### src/rtl/traffic_light_ctrl_if.sv
// Lamp, sensor and request bundle for the intersection controller.
// The master side is the field wiring; the slave side is the controller.
interface traffic_light_ctrl_if;
  logic       sensor_b;
  logic       ped_req;
  logic       flash_en;
  logic [2:0] light_a;
  logic [2:0] light_b;
  logic       walk;
  logic       ped_pending;
  logic [2:0] phase;

  modport master (
    output sensor_b, ped_req, flash_en,
    input  light_a, light_b, walk,
    input  ped_pending, phase
  );

  modport slave (
    input  sensor_b, ped_req, flash_en,
    output light_a, light_b, walk,
    output ped_pending, phase
  );
endinterface

### src/rtl/traffic_light_ctrl.sv
// Two-approach intersection controller with pedestrian walk phase,
// all-red clearance and flashing night mode; lamp outputs registered.
module traffic_light_ctrl #(
  parameter int CNT_W         = 8,
  parameter int GREEN_A_TICKS = 8,
  parameter int GREEN_B_TICKS = 6,
  parameter int YELLOW_TICKS  = 3,
  parameter int ALLRED_TICKS  = 2,
  parameter int PED_TICKS     = 5,
  parameter int FLASH_TICKS   = 4
) (
  input logic                 clk,
  input logic                 rst_n,
  traffic_light_ctrl_if.slave bus
);

  typedef enum logic [2:0] {
    A_GREEN  = 3'd0,
    A_YELLOW = 3'd1,
    ALLRED_1 = 3'd2,
    B_GREEN  = 3'd3,
    B_YELLOW = 3'd4,
    ALLRED_2 = 3'd5,
    PED_WALK = 3'd6,
    FLASH    = 3'd7
  } state_e;

  localparam logic [CNT_W-1:0] GA_END = CNT_W'(GREEN_A_TICKS - 1);
  localparam logic [CNT_W-1:0] GB_END = CNT_W'(GREEN_B_TICKS - 1);
  localparam logic [CNT_W-1:0] Y_END  = CNT_W'(YELLOW_TICKS - 1);
  localparam logic [CNT_W-1:0] AR_END = CNT_W'(ALLRED_TICKS - 1);
  localparam logic [CNT_W-1:0] P_END  = CNT_W'(PED_TICKS - 1);
  localparam logic [CNT_W-1:0] F_END  = CNT_W'(FLASH_TICKS - 1);

  state_e           state_q, state_d;
  logic [CNT_W-1:0] cnt_q, cnt_d;
  logic             ped_q, ped_d;
  logic             blink_q, blink_d;
  logic [2:0]       la_q, la_d;
  logic [2:0]       lb_q, lb_d;
  logic             walk_q, walk_d;
  logic             walk_entry;

  // State, dwell counter, request latch and lamp registers.
  always_ff @(posedge clk) begin
    if (!rst_n) begin
      state_q <= ALLRED_2;
      cnt_q   <= '0;
      ped_q   <= 1'b0;
      blink_q <= 1'b0;
      la_q    <= 3'b100;
      lb_q    <= 3'b100;
      walk_q  <= 1'b0;
    end else begin
      state_q <= state_d;
      cnt_q   <= cnt_d;
      ped_q   <= ped_d;
      blink_q <= blink_d;
      la_q    <= la_d;
      lb_q    <= lb_d;
      walk_q  <= walk_d;
    end
  end

  // Next state, dwell counter, blink phase and pedestrian latch.
  always_comb begin
    state_d = state_q;
    blink_d = blink_q;
    unique case (state_q)
      A_GREEN:
        if (cnt_q == GA_END &&
            (bus.sensor_b || ped_q || bus.flash_en))
          state_d = A_YELLOW;
      A_YELLOW:
        if (cnt_q == Y_END) state_d = ALLRED_1;
      ALLRED_1:
        if (cnt_q == AR_END) begin
          if (bus.flash_en)  state_d = FLASH;
          else if (ped_q)    state_d = PED_WALK;
          else               state_d = B_GREEN;
        end
      B_GREEN:
        if (cnt_q == GB_END) state_d = B_YELLOW;
      B_YELLOW:
        if (cnt_q == Y_END) state_d = ALLRED_2;
      ALLRED_2:
        if (cnt_q == AR_END) begin
          if (bus.flash_en) state_d = FLASH;
          else              state_d = A_GREEN;
        end
      PED_WALK:
        if (cnt_q == P_END) state_d = ALLRED_2;
      FLASH:
        if (cnt_q == F_END) begin
          if (!bus.flash_en) state_d = ALLRED_2;
          else               blink_d = ~blink_q;
        end
      default: state_d = ALLRED_2;
    endcase

    // Counter restarts on entry and per blink half-period;
    // A green parks at its minimum dwell while waiting for demand.
    if (state_d != state_q)
      cnt_d = '0;
    else if (state_q == FLASH && cnt_q == F_END)
      cnt_d = '0;
    else if (state_q == A_GREEN && cnt_q == GA_END)
      cnt_d = cnt_q;
    else
      cnt_d = cnt_q + 1'b1;

    if (state_d == FLASH && state_q != FLASH)
      blink_d = 1'b1;

    walk_entry = (state_d == PED_WALK) && (state_q != PED_WALK);
    ped_d = bus.ped_req | (ped_q & ~walk_entry);
  end

  // Lamp pattern for the state being entered, so lamps match phase.
  always_comb begin
    la_d   = 3'b100;
    lb_d   = 3'b100;
    walk_d = 1'b0;
    unique case (state_d)
      A_GREEN:  la_d = 3'b001;
      A_YELLOW: la_d = 3'b010;
      B_GREEN:  lb_d = 3'b001;
      B_YELLOW: lb_d = 3'b010;
      PED_WALK: walk_d = 1'b1;
      FLASH: begin
        la_d = blink_d ? 3'b010 : 3'b000;
        lb_d = blink_d ? 3'b100 : 3'b000;
      end
      default: ;
    endcase
  end

  assign bus.light_a     = la_q;
  assign bus.light_b     = lb_q;
  assign bus.walk        = walk_q;
  assign bus.ped_pending = ped_q;
  assign bus.phase       = state_q;

endmodule

### src/flat_wrapper.sv
// flat-port wrapper written by rule: the top's interface ports become plain ports
module traffic_light_ctrl_flat 
#(
  parameter int CNT_W         = 8,
  parameter int GREEN_A_TICKS = 8,
  parameter int GREEN_B_TICKS = 6,
  parameter int YELLOW_TICKS  = 3,
  parameter int ALLRED_TICKS  = 2,
  parameter int PED_TICKS     = 5,
  parameter int FLASH_TICKS   = 4
)
  (clk, rst_n, bus_sensor_b, bus_ped_req, bus_flash_en, bus_light_a, bus_light_b, bus_walk, bus_ped_pending, bus_phase);
  traffic_light_ctrl_if bus_i ();
  input logic clk;
  input logic rst_n;
  input wire logic [$bits(bus_i.sensor_b)-1:0] bus_sensor_b;
  input wire logic [$bits(bus_i.ped_req)-1:0] bus_ped_req;
  input wire logic [$bits(bus_i.flash_en)-1:0] bus_flash_en;
  output wire logic [$bits(bus_i.light_a)-1:0] bus_light_a;
  output wire logic [$bits(bus_i.light_b)-1:0] bus_light_b;
  output wire logic [$bits(bus_i.walk)-1:0] bus_walk;
  output wire logic [$bits(bus_i.ped_pending)-1:0] bus_ped_pending;
  output wire logic [$bits(bus_i.phase)-1:0] bus_phase;
  assign bus_i.sensor_b = bus_sensor_b;
  assign bus_i.ped_req = bus_ped_req;
  assign bus_i.flash_en = bus_flash_en;
  assign bus_light_a = bus_i.light_a;
  assign bus_light_b = bus_i.light_b;
  assign bus_walk = bus_i.walk;
  assign bus_ped_pending = bus_i.ped_pending;
  assign bus_phase = bus_i.phase;
  traffic_light_ctrl #(.CNT_W(CNT_W), .GREEN_A_TICKS(GREEN_A_TICKS), .GREEN_B_TICKS(GREEN_B_TICKS), .YELLOW_TICKS(YELLOW_TICKS), .ALLRED_TICKS(ALLRED_TICKS), .PED_TICKS(PED_TICKS), .FLASH_TICKS(FLASH_TICKS)) u_core (.clk(clk), .rst_n(rst_n), .bus(bus_i));
endmodule
### config.mk
export PLATFORM = sky130hd
export DESIGN_NAME = traffic_light_ctrl_flat
export DESIGN_NICKNAME = d
export VERILOG_FILES = /design/src/rtl/traffic_light_ctrl_if.sv /design/src/rtl/traffic_light_ctrl.sv /design/src/flat_wrapper.sv
export SDC_FILE = /design/constraint.sdc
export NUM_CORES = 1
export LEC_CHECK = 0
export CORE_AREA = 2 2 85 46
export DETAILED_ROUTE_END_ITERATION = 16
export DIE_AREA = 0 0 87 48
export GPL_ROUTABILITY_DRIVEN = 0
export PLACE_DENSITY = 0.6
export REMOVE_ABC_BUFFERS = 1
export SETUP_SLACK_MARGIN = 0.1
export SLEW_MARGIN = 20
export SYNTH_ARGS = -nofsm -noshare
export SYNTH_HDL_FRONTEND = slang
export SYNTH_SLANG_ARGS = --single-unit
### constraint.sdc
create_clock -name clk -period 1.9 [get_ports clk]
set_input_delay 0.38 -clock clk [delete_from_list [all_inputs] [get_ports clk]]
set_output_delay 0.38 -clock clk [all_outputs]
set_load 0.02 [all_outputs]
==> results of run 1 <==
[timing repair]
action / 4_1_cts / 5_1_grt
resized for setup: 60 / 34
hold endpoints to repair: 0 / 0
gates cloned: 1 / 0
pin swaps: 26 / 27
endpoints found under the setup margin: 22 / 21
setup buffers: 3 / 0
hold buffers: 0 / 0
[sequential cells by signal (all words and copies together), names as in the netlist]
| signal | count |
|---|---|
| u_core.blink_q | 1 |
| u_core.bus.light_a | 3 |
| u_core.bus.light_b | 3 |
| u_core.bus.ped_pending | 1 |
| u_core.bus.phase | 3 |
| u_core.bus.walk | 1 |
| u_core.cnt_q | 8 |
[cells in the mapped netlist (all sizes together) (4+ instances only)]
master and instances:
dfxtp 20, nor3 18, nand2 13, o21ai 8
nand3 7, nor2 6, and2 5, and3 5
inv 5, xor2 5, ha 4
[cell type report]
cell class              count  share of cell area (%)
well taps                  42                    2.20
inverters                   5                   0.995
multi-input cells         123                    51.6
clock inverters             1                    1.26
clock buffers               3                    1.73
flip-flops and latches     20                    18.0
repair buffers             67                    24.3
[power groups by stage]
stage	Clock [W]	Combinational [W]	Sequential, W
floorplan	0	0.000722	0.000698
global placement	0	0.00161	0.000596
detailed placement	0	0.00163	0.000595
CTS	0.000430	0.00191	0.000615
global route	0.000448	0.00225	0.000644
finish	0.000428	0.00213	0.000633
[cells by family after synthesis]
group                    after synthesis
AND/OR/NAND/NOR                       75
multiplexers                           2
adder cells (fa/ha/maj)                4
XOR/XNOR                               8
flip-flops                            20
buffers and inverters                 11
AO/OA/AOI/OAI                         33
[layer usage]
| layer | vias to the layer above | track usage [%] | wire [um] |
|---|---|---|---|
| met5 | - | 0 | 0 |
| met4 | 0 | 6.25 | 112 |
| met3 | 16 | 5.34 | 215 |
| met2 | 52 | 39.7 | 2170 |
| met1 | 707 | 25.0 | 1980 |
| li1 | 714 | - | - |
[worst paths after layout]
path                         from  slack, ps  cells after the start                    end
setup / recovery  u_core.cnt_q[6]       -210                      6  u_core.bus.light_b[2]
hold / removal     u_core.blink_q        600                      2         u_core.blink_q
setup reg to reg  u_core.cnt_q[6]       -210                      6  u_core.bus.light_b[2]
hold reg to reg    u_core.blink_q        600                      2         u_core.blink_q
[worst register-to-register path, delay by kind of cell, from the launching register on]
family / cells / cell delay [ps]
AOI/OAI and AO/OA: 2 / 590
DFF: 1 / 370
and+or+nand+nor: 4 / 1050
[stage by stage]
step	setup slack (ps)	utilization (%)	hold WS, ps
finish	-209	71.1	600
global route	-293	71.1	649
CTS	-72.2	67.0	601
detailed placement	-533	56.2	581
global placement	-518	56.2	554
floorplan	-245	-	442
==> results summary, run 1 <==
The initial antenna violation count is 0. The average vias per placed instance came out at 5.70. The vias after detailed routing is 1,489. In the synthesized netlist the dominant register cell turns out to be sky130_fd_sc_hd__dfxtp_1.

The compound-cell area share of the yosys netlist is 18.6%. The area of all sequential standard cells is 429 um2. The total internal power is 0.00189 W. The count of distinct cell types in the synthesized netlist came out at 55. The xor/xnor cell area share of the yosys netlist is 5.27%.

Leaving out fill and tap cells, the most frequent cell in the layout is sky130_fd_sc_hd__buf_4. The post-synthesis to final-layout area growth came out at 79.8%. For the final database, setup skew stands at 2.46 ps. The final HPWL from detailed placement came out at 2810 um. The switching share of power came out at 40.9%. In this run, placement finished with an instance count of 254. The number of warnings printed during yosys synthesis is 0. The number of global-route vias before repair came out at 1,402.

The detailed-routing iteration count for the pre-antenna-repair pass is 4. After synthesis, the largest family of logic cells by area is simple AND/OR/NAND/NOR gates. The largest total area in the synthesized netlist belongs to sky130_fd_sc_hd__dfxtp_1. Measured against its own limit, the worst slew margin works out to 75.0%. For this run, the post-layout net count is 229. The fraction of post-synthesis cell area in the top cell type by area came out at 30.1%.

The worst voltage drop across the vdd grid is 0.538 mV. In the layout the commonest cells are sky130_fd_sc_hd__buf_4, sky130_fd_sc_hd__nor3_2, sky130_fd_sc_hd__nand2_1, sky130_fd_sc_hd__clkdlybuf4s50_1, sky130_fd_sc_hd__dfxtp_1. The area used by multi-input combinational logic is 1230 um2. In the final layout, the share of cells above drive strength 1 is 58.9%. The worst setup path is of the flop to flop kind.

The final routed DRC violation total came out at 0. The global-route usage over all layers came out at 21.2%. Sorting the synthesized cells by area gives the leading types as sky130_fd_sc_hd__dfxtp_1, sky130_fd_sc_hd__nor3_2, sky130_fd_sc_hd__ha_1, sky130_fd_sc_hd__nand2_1, sky130_fd_sc_hd__xor2_1. The adder and majority cell fraction of the synthesized area came out at 3.77%. The global-route wire length before repair is 6620 um. After layout, the design draws a total of 0.00320 W. The number of buffer and inverter stages on the critical path came out at 0. For this run, asynchronously set or reset flops after synthesis account for 0%.

Clock tree synthesis found a total of 20 sinks. The number of non-filler instances in the completed layout is 261. The max capacitance violation total came out at 0. The checks that failed: setup timing. The root buffer selected by CTS is sky130_fd_sc_hd__clkbuf_8. At the worst endpoint, the required time is 2060 ps. The number of slew-limit violations in the final report came out at 0.

The synthesized area came out at 1330 um2. Measured along the x axis, the die boundary spans 87 um. The final hold violation count came out at 0.

The post-synthesis cell count is 153. The share of the Yosys chip area taken by registers is 30.1%. TritonCTS built the clock tree. Grouping stages by cell kind, the critical path spends the most delay in simple AND/OR/NAND/NOR gates. Row generation in the floorplan step produced 15 rows. The source-to-sink clock delay at the later pin of the worst-skew pair is 260 ps. The number of nets with antenna violations after detailed routing came out at 0.

The number of failing setup endpoints in the final timing report came out at 13. The number of buffers added on ports came out at 15. The count of pins on the block boundary is 16. Setup repair after global routing could not meet its margin everywhere. Summed over all layers, the global routing overflow is 0. The proportion of power drawn by combinational gates is 66.8%.

The filler cells instantiated in the layout total 225. The floorplan step defined a die boundary enclosing 4180 um2. Static timing analysis puts the maximum clock frequency at 474 MHz. The analysis attributes to net switching a power of 0.00131 W. The clock slew at the register clock pins of the worst setup and hold paths came out at 80 ps. The critical path goes through nor3_4 -> nand4_4 -> a221oi_4 -> nand3_2 -> or4_1 -> a21o_1. The minimum period implied by the final worst setup slack is 2110 ps. In this run, synthesis produced a sequential element count of 20. The final routed wire length divided by cell count came out at 17.2 um. In this run the worst hold path is classified as flop to flop.

In this run the static leakage power is 0.942 nW. Of the total synthesized cell area, the portion taken by AND, OR, NAND and NOR gates is 35.9%. The placeable core area is 3360 um2. Entering global routing, the biggest net connects 13 pins.

The largest fanout of any net on the critical path is 5. The sequential power share is 19.8%. The delay of the slowest cell on the worst path came out at 430 ps.

The clock buffer count from CTS came out at 3. The finished cells cover 2390 um2. For the pin with the worst max-slew slack, the measured transition is 372 ps.

The clock network is responsible for 13.4% of the overall power. The detailed router's first-iteration violation count is 158. The arrival time reported for the critical path endpoint is 2270 ps. The total wirelength of the detailed-routed design is 4480 um. The critical path endpoint category is a flop. In this run, synthesis inferred 0 flip-flops with an integrated enable.

The number of antenna diodes is 0. The total cell area at the placement stage is 1890 um2. The deepest level of the CTS H-tree is 1.

Of the available clock period, the critical path in the final layout requires 111%. The floorplan step set the die height to 48 um. The areal power density over the cells is 1340 nW/um2. The starting density of the core is 39.6%. The worst setup path is launched from a flop. The slowest cell on the critical path is sky130_fd_sc_hd__or4_1. Setup total negative slack on the finished layout was measured at -1980 ps. The smallest setup slack after layout came out at -209 ps. The largest buffer count on any clock path came out at 2. The flow ran to the end, but the final reports show violations.

A synthesized cell averages 8.68 um2. The multiplexer area fraction after synthesis came out at 2.45%.
Note: power is estimated with default switching activity, not from simulation.
==> inputs of run 2 (changes only) <==
Settings changed: DONT_BUFFER_PORTS set to 1, PLACE_DENSITY 0.6 to 0.53.
==> run 2 against run 1 <==
The run still ends with setup timing left. Worst setup slack better by 42 ps. Global-route usage is 0.32 points higher. Core utilization is 6.8 points lower. Power is 8.0% lower. First-iteration DRC count is 65% lower. Sequential share of layout area is 1.4 points higher. Non-clock buffer count is 6 lower. Clock skew is 3.1 ps higher. Largest power group unchanged.
==> results summary, run 2 (synthesis results as in run 1) <==
The number of nets at the end of the flow is 223 (was 229). The number of cells in the design after placement came out at 242 (was 254). The clock buffer count from CTS came out at 3 (unchanged). The deepest level of the CTS H-tree is 1 (unchanged). The period utilization was 109% (was 111%). The switching share of power came out at 39.4% (was 40.9%). The sequential power share is 22.4% (was 19.8%). The post-route met1 wirelength came out at 1820 um (was 1980 um).

The CTS tree is done (unchanged). The setup TNS after final layout is -1280 ps (was -1980 ps). The number of nets with antenna violations after detailed routing is 0 (unchanged). The source-to-sink clock delay at the later pin of the worst-skew pair came out at 260 ps (about the same). The post-route clock skew is 5.54 ps (was 2.46 ps). The areal power density over the cells came out at 1360 nW/um2 (was 1340 nW/um2). The overall die height came out at 48 um (unchanged). Cell breakdown of the critical path: buf_6 -> ha_4 -> nand3b_1 -> buf_4 -> nor4_2 -> o21bai_2 -> nand2_2 -> or4_1 -> a21o_1 (was nor3_4 -> nand4_4 -> a221oi_4 -> nand3_2 -> or4_1 -> a21o_1). The final design utilization is 64.4% (was 71.1%).

The normalized max-slew margin is 78.0% (was 75.0%). The fraction of layout instances using a drive strength above 1 is 57.3% (was 58.9%). The area enclosed by the die boundary is 4180 um2 (unchanged). Failing checks: setup timing (unchanged). The global-route usage over all layers is 21.5% (was 21.2%). The number of antenna diodes is 0 (unchanged).

The total met3 wirelength after detailed routing was 217 um (was 215 um). The most frequent standard cell in the layout excluding fill and tap cells was sky130_fd_sc_hd__buf_4 (unchanged). The largest fanout of any net on the critical path is 5 (unchanged).

The critical path endpoint category is a flop (unchanged). The number of slew-limit violations in the final report is 0 (unchanged). The average vias per placed instance is 5.56 (was 5.70). The proportion of power drawn by combinational gates is 63.0% (was 66.8%). The required time of the critical path is 2060 ps (about the same). The number of non-filler instances in the completed layout is 255 (was 261). The total net switching power came out at 0.00116 W (was 0.00131 W). The kind of cell adding the most delay to the critical path is simple AND/OR/NAND/NOR gates (unchanged). The worst voltage drop across the vdd grid came out at 0.450 mV (was 0.538 mV). The number of buffers added on ports was 0 (was 15).

The initial antenna violation count came out at 0 (unchanged). The part of the total power dissipated in the clock network is 14.6% (was 13.4%). The total wirelength of the detailed-routed design came out at 4130 um (was 4480 um). The largest buffer count on any clock path was 2 (unchanged). The clock slew at the register clock pins of the worst setup and hold paths came out at 80 ps (about the same).

The number of buffer and inverter stages on the critical path is 2 (was 0). The detailed-routing iteration count for the pre-antenna-repair pass came out at 4 (unchanged). The area used by multi-input combinational logic is 1110 um2 (was 1230 um2).

The vias after detailed routing was 1,417 (was 1,489). The detailed router's first-iteration violation count came to 56 (was 158). The final HPWL from detailed placement is 2780 um (was 2810 um).

The max capacitance violation total came out at 0 (unchanged). The number of rows created at floorplan came out at 15 (unchanged). The smallest setup slack after layout came to -166 ps (was -209 ps).

The global-route wire length before repair is 6730 um (was 6620 um). The largest net degree at the start of global routing is 14 (was 13). The final hold violation count came to 0 (unchanged).

The total length of routed met2 wires was 2010 um (was 2170 um). The number of clock sinks came out at 20 (unchanged). The number of failing setup endpoints in the final timing report is 15 (was 13).

The starting density of the core came to 39.6% (unchanged). The standby leakage power came out at 0.877 nW (was 0.942 nW). The delay of the slowest cell on the worst path is 530 ps (was 430 ps).

The floorplan die width came out at 87 um (unchanged). The overflow left after global routing is 0 (unchanged). The worst min-delay path class is input pin to flop (was flop to flop). The number of flip-flops under the largest register name came to 8 (unchanged). The final routed wire length divided by cell count is 16.2 um (was 17.2 um). The root buffer selected by CTS was sky130_fd_sc_hd__clkbuf_8 (unchanged). The slowest cell on the critical path is sky130_fd_sc_hd__or4_1 (unchanged). Top library cells by usage in the layout, fill and taps aside: sky130_fd_sc_hd__buf_4, sky130_fd_sc_hd__nor3_2, sky130_fd_sc_hd__dfxtp_1, sky130_fd_sc_hd__nand2_1, sky130_fd_sc_hd__nand3_1 (was sky130_fd_sc_hd__buf_4, sky130_fd_sc_hd__nor3_2, sky130_fd_sc_hd__nand2_1, sky130_fd_sc_hd__clkdlybuf4s50_1, sky130_fd_sc_hd__dfxtp_1).

The number of global-route vias before repair came to 1,400 (was 1,402). The number of buffers added to fix hold violations after cts came to 0 (unchanged). The placeable core area came out at 3360 um2 (unchanged). The minimum period implied by the final worst setup slack came to 2070 ps (was 2110 ps). Outcome: complete, but fails checks (unchanged).

The setup slack at placement came to -279 ps (was -533 ps). The arrival time reported for the critical path endpoint is 2220 ps (was 2270 ps). The final routed DRC violation total was 0 (unchanged). The area of all sequential standard cells is 419 um2 (was 429 um2). The worst-margin pin slew was 329 ps (was 372 ps). The total internal power came out at 0.00178 W (was 0.00189 W). The maximum clock frequency is 484 MHz (was 474 MHz). The count of pins on the block boundary came to 16 (unchanged).

The post-synthesis to final-layout area growth came out at 62.7% (was 79.8%). The top register by number of flip-flops is u_core.cnt_q (unchanged). RSZ-0062 raised after global routing: yes (unchanged). The uppermost layer routed is met4 (unchanged). The worst hold-check slack came out at 179 ps (was 600 ps). The type of the setup path with the least slack is flop to flop (unchanged).

The layout filler cell count came out at 259 (was 225). The launching element type of the critical path is a flop (unchanged).
-- run 2: timing repair --
item,CTS,global route
resized for setup,38,20
buffers inserted,6,3
cloned,1,0
pin swaps,13,23
endpoints found under the setup margin,19,19
hold endpoints to repair,0,0
-- run 2: final timing paths --
kind / to / cells past startpoint / slack (ps) / start
worst min register to register: u_core.cnt_q[1] / 2 / 600 / u_core.cnt_q[1]
worst max-delay path: u_core.bus.light_b[2] / 9 / -170 / u_core.cnt_q[0]
worst max register to register: u_core.bus.light_b[2] / 9 / -170 / u_core.cnt_q[0]
worst min-delay path: u_core.bus.phase[0] / 1 / 180 / rst_n
-- run 2: final cells by class --
| class | count | area share [%] |
|---|---|---|
| timing repair buffer | 61 | 22.5 |
| tap | 42 | 2.43 |
| sequential | 20 | 19.4 |
| clock buffer | 3 | 1.91 |
| multi-input combinational | 123 | 51.6 |
| inverter | 5 | 0.868 |
| clock inverter | 1 | 1.39 |
-- run 2: per-layer routing --
metal  global-route usage, %  vias to the layer above
met5                       0                        -
met4                    6.25                        0
met3                    6.90                        8
met2                    38.5                       35
met1                    25.7                      680
li1                        -                      694
-- run 2: stage by stage --
stage	total power, W	cell area [um2]
after floorplan	0.00142	1300
after global placement	0.00214	1760
after detailed placement	0.00215	1760
after CTS	0.00285	2070
after global routing	0.00313	2160
final	0.00294	2160
-- run 2: power by group through the flow --
stage | Clock (W) | Combinational (W) | Sequential, W
3_3_place_gp | 0 | 0.00149 | 0.000655
6_report | 0.000429 | 0.00185 | 0.000658
2_1_floorplan | 0 | 0.000722 | 0.000698
5_1_grt | 0.000457 | 0.00200 | 0.000678
4_1_cts | 0.000433 | 0.00176 | 0.000649
3_5_place_dp | 0 | 0.00150 | 0.000653
-- run 2: worst register-to-register path, stage by stage (launching register included) --
cell and delay, ps:
sky130_fd_sc_hd__dfxtp_4 360, sky130_fd_sc_hd__buf_6 120, sky130_fd_sc_hd__ha_4 160, sky130_fd_sc_hd__nand3b_1 100
sky130_fd_sc_hd__buf_4 160, sky130_fd_sc_hd__nor4_2 50, sky130_fd_sc_hd__o21bai_2 210, sky130_fd_sc_hd__nand2_2 90
sky130_fd_sc_hd__or4_1 530, sky130_fd_sc_hd__a21o_1 170
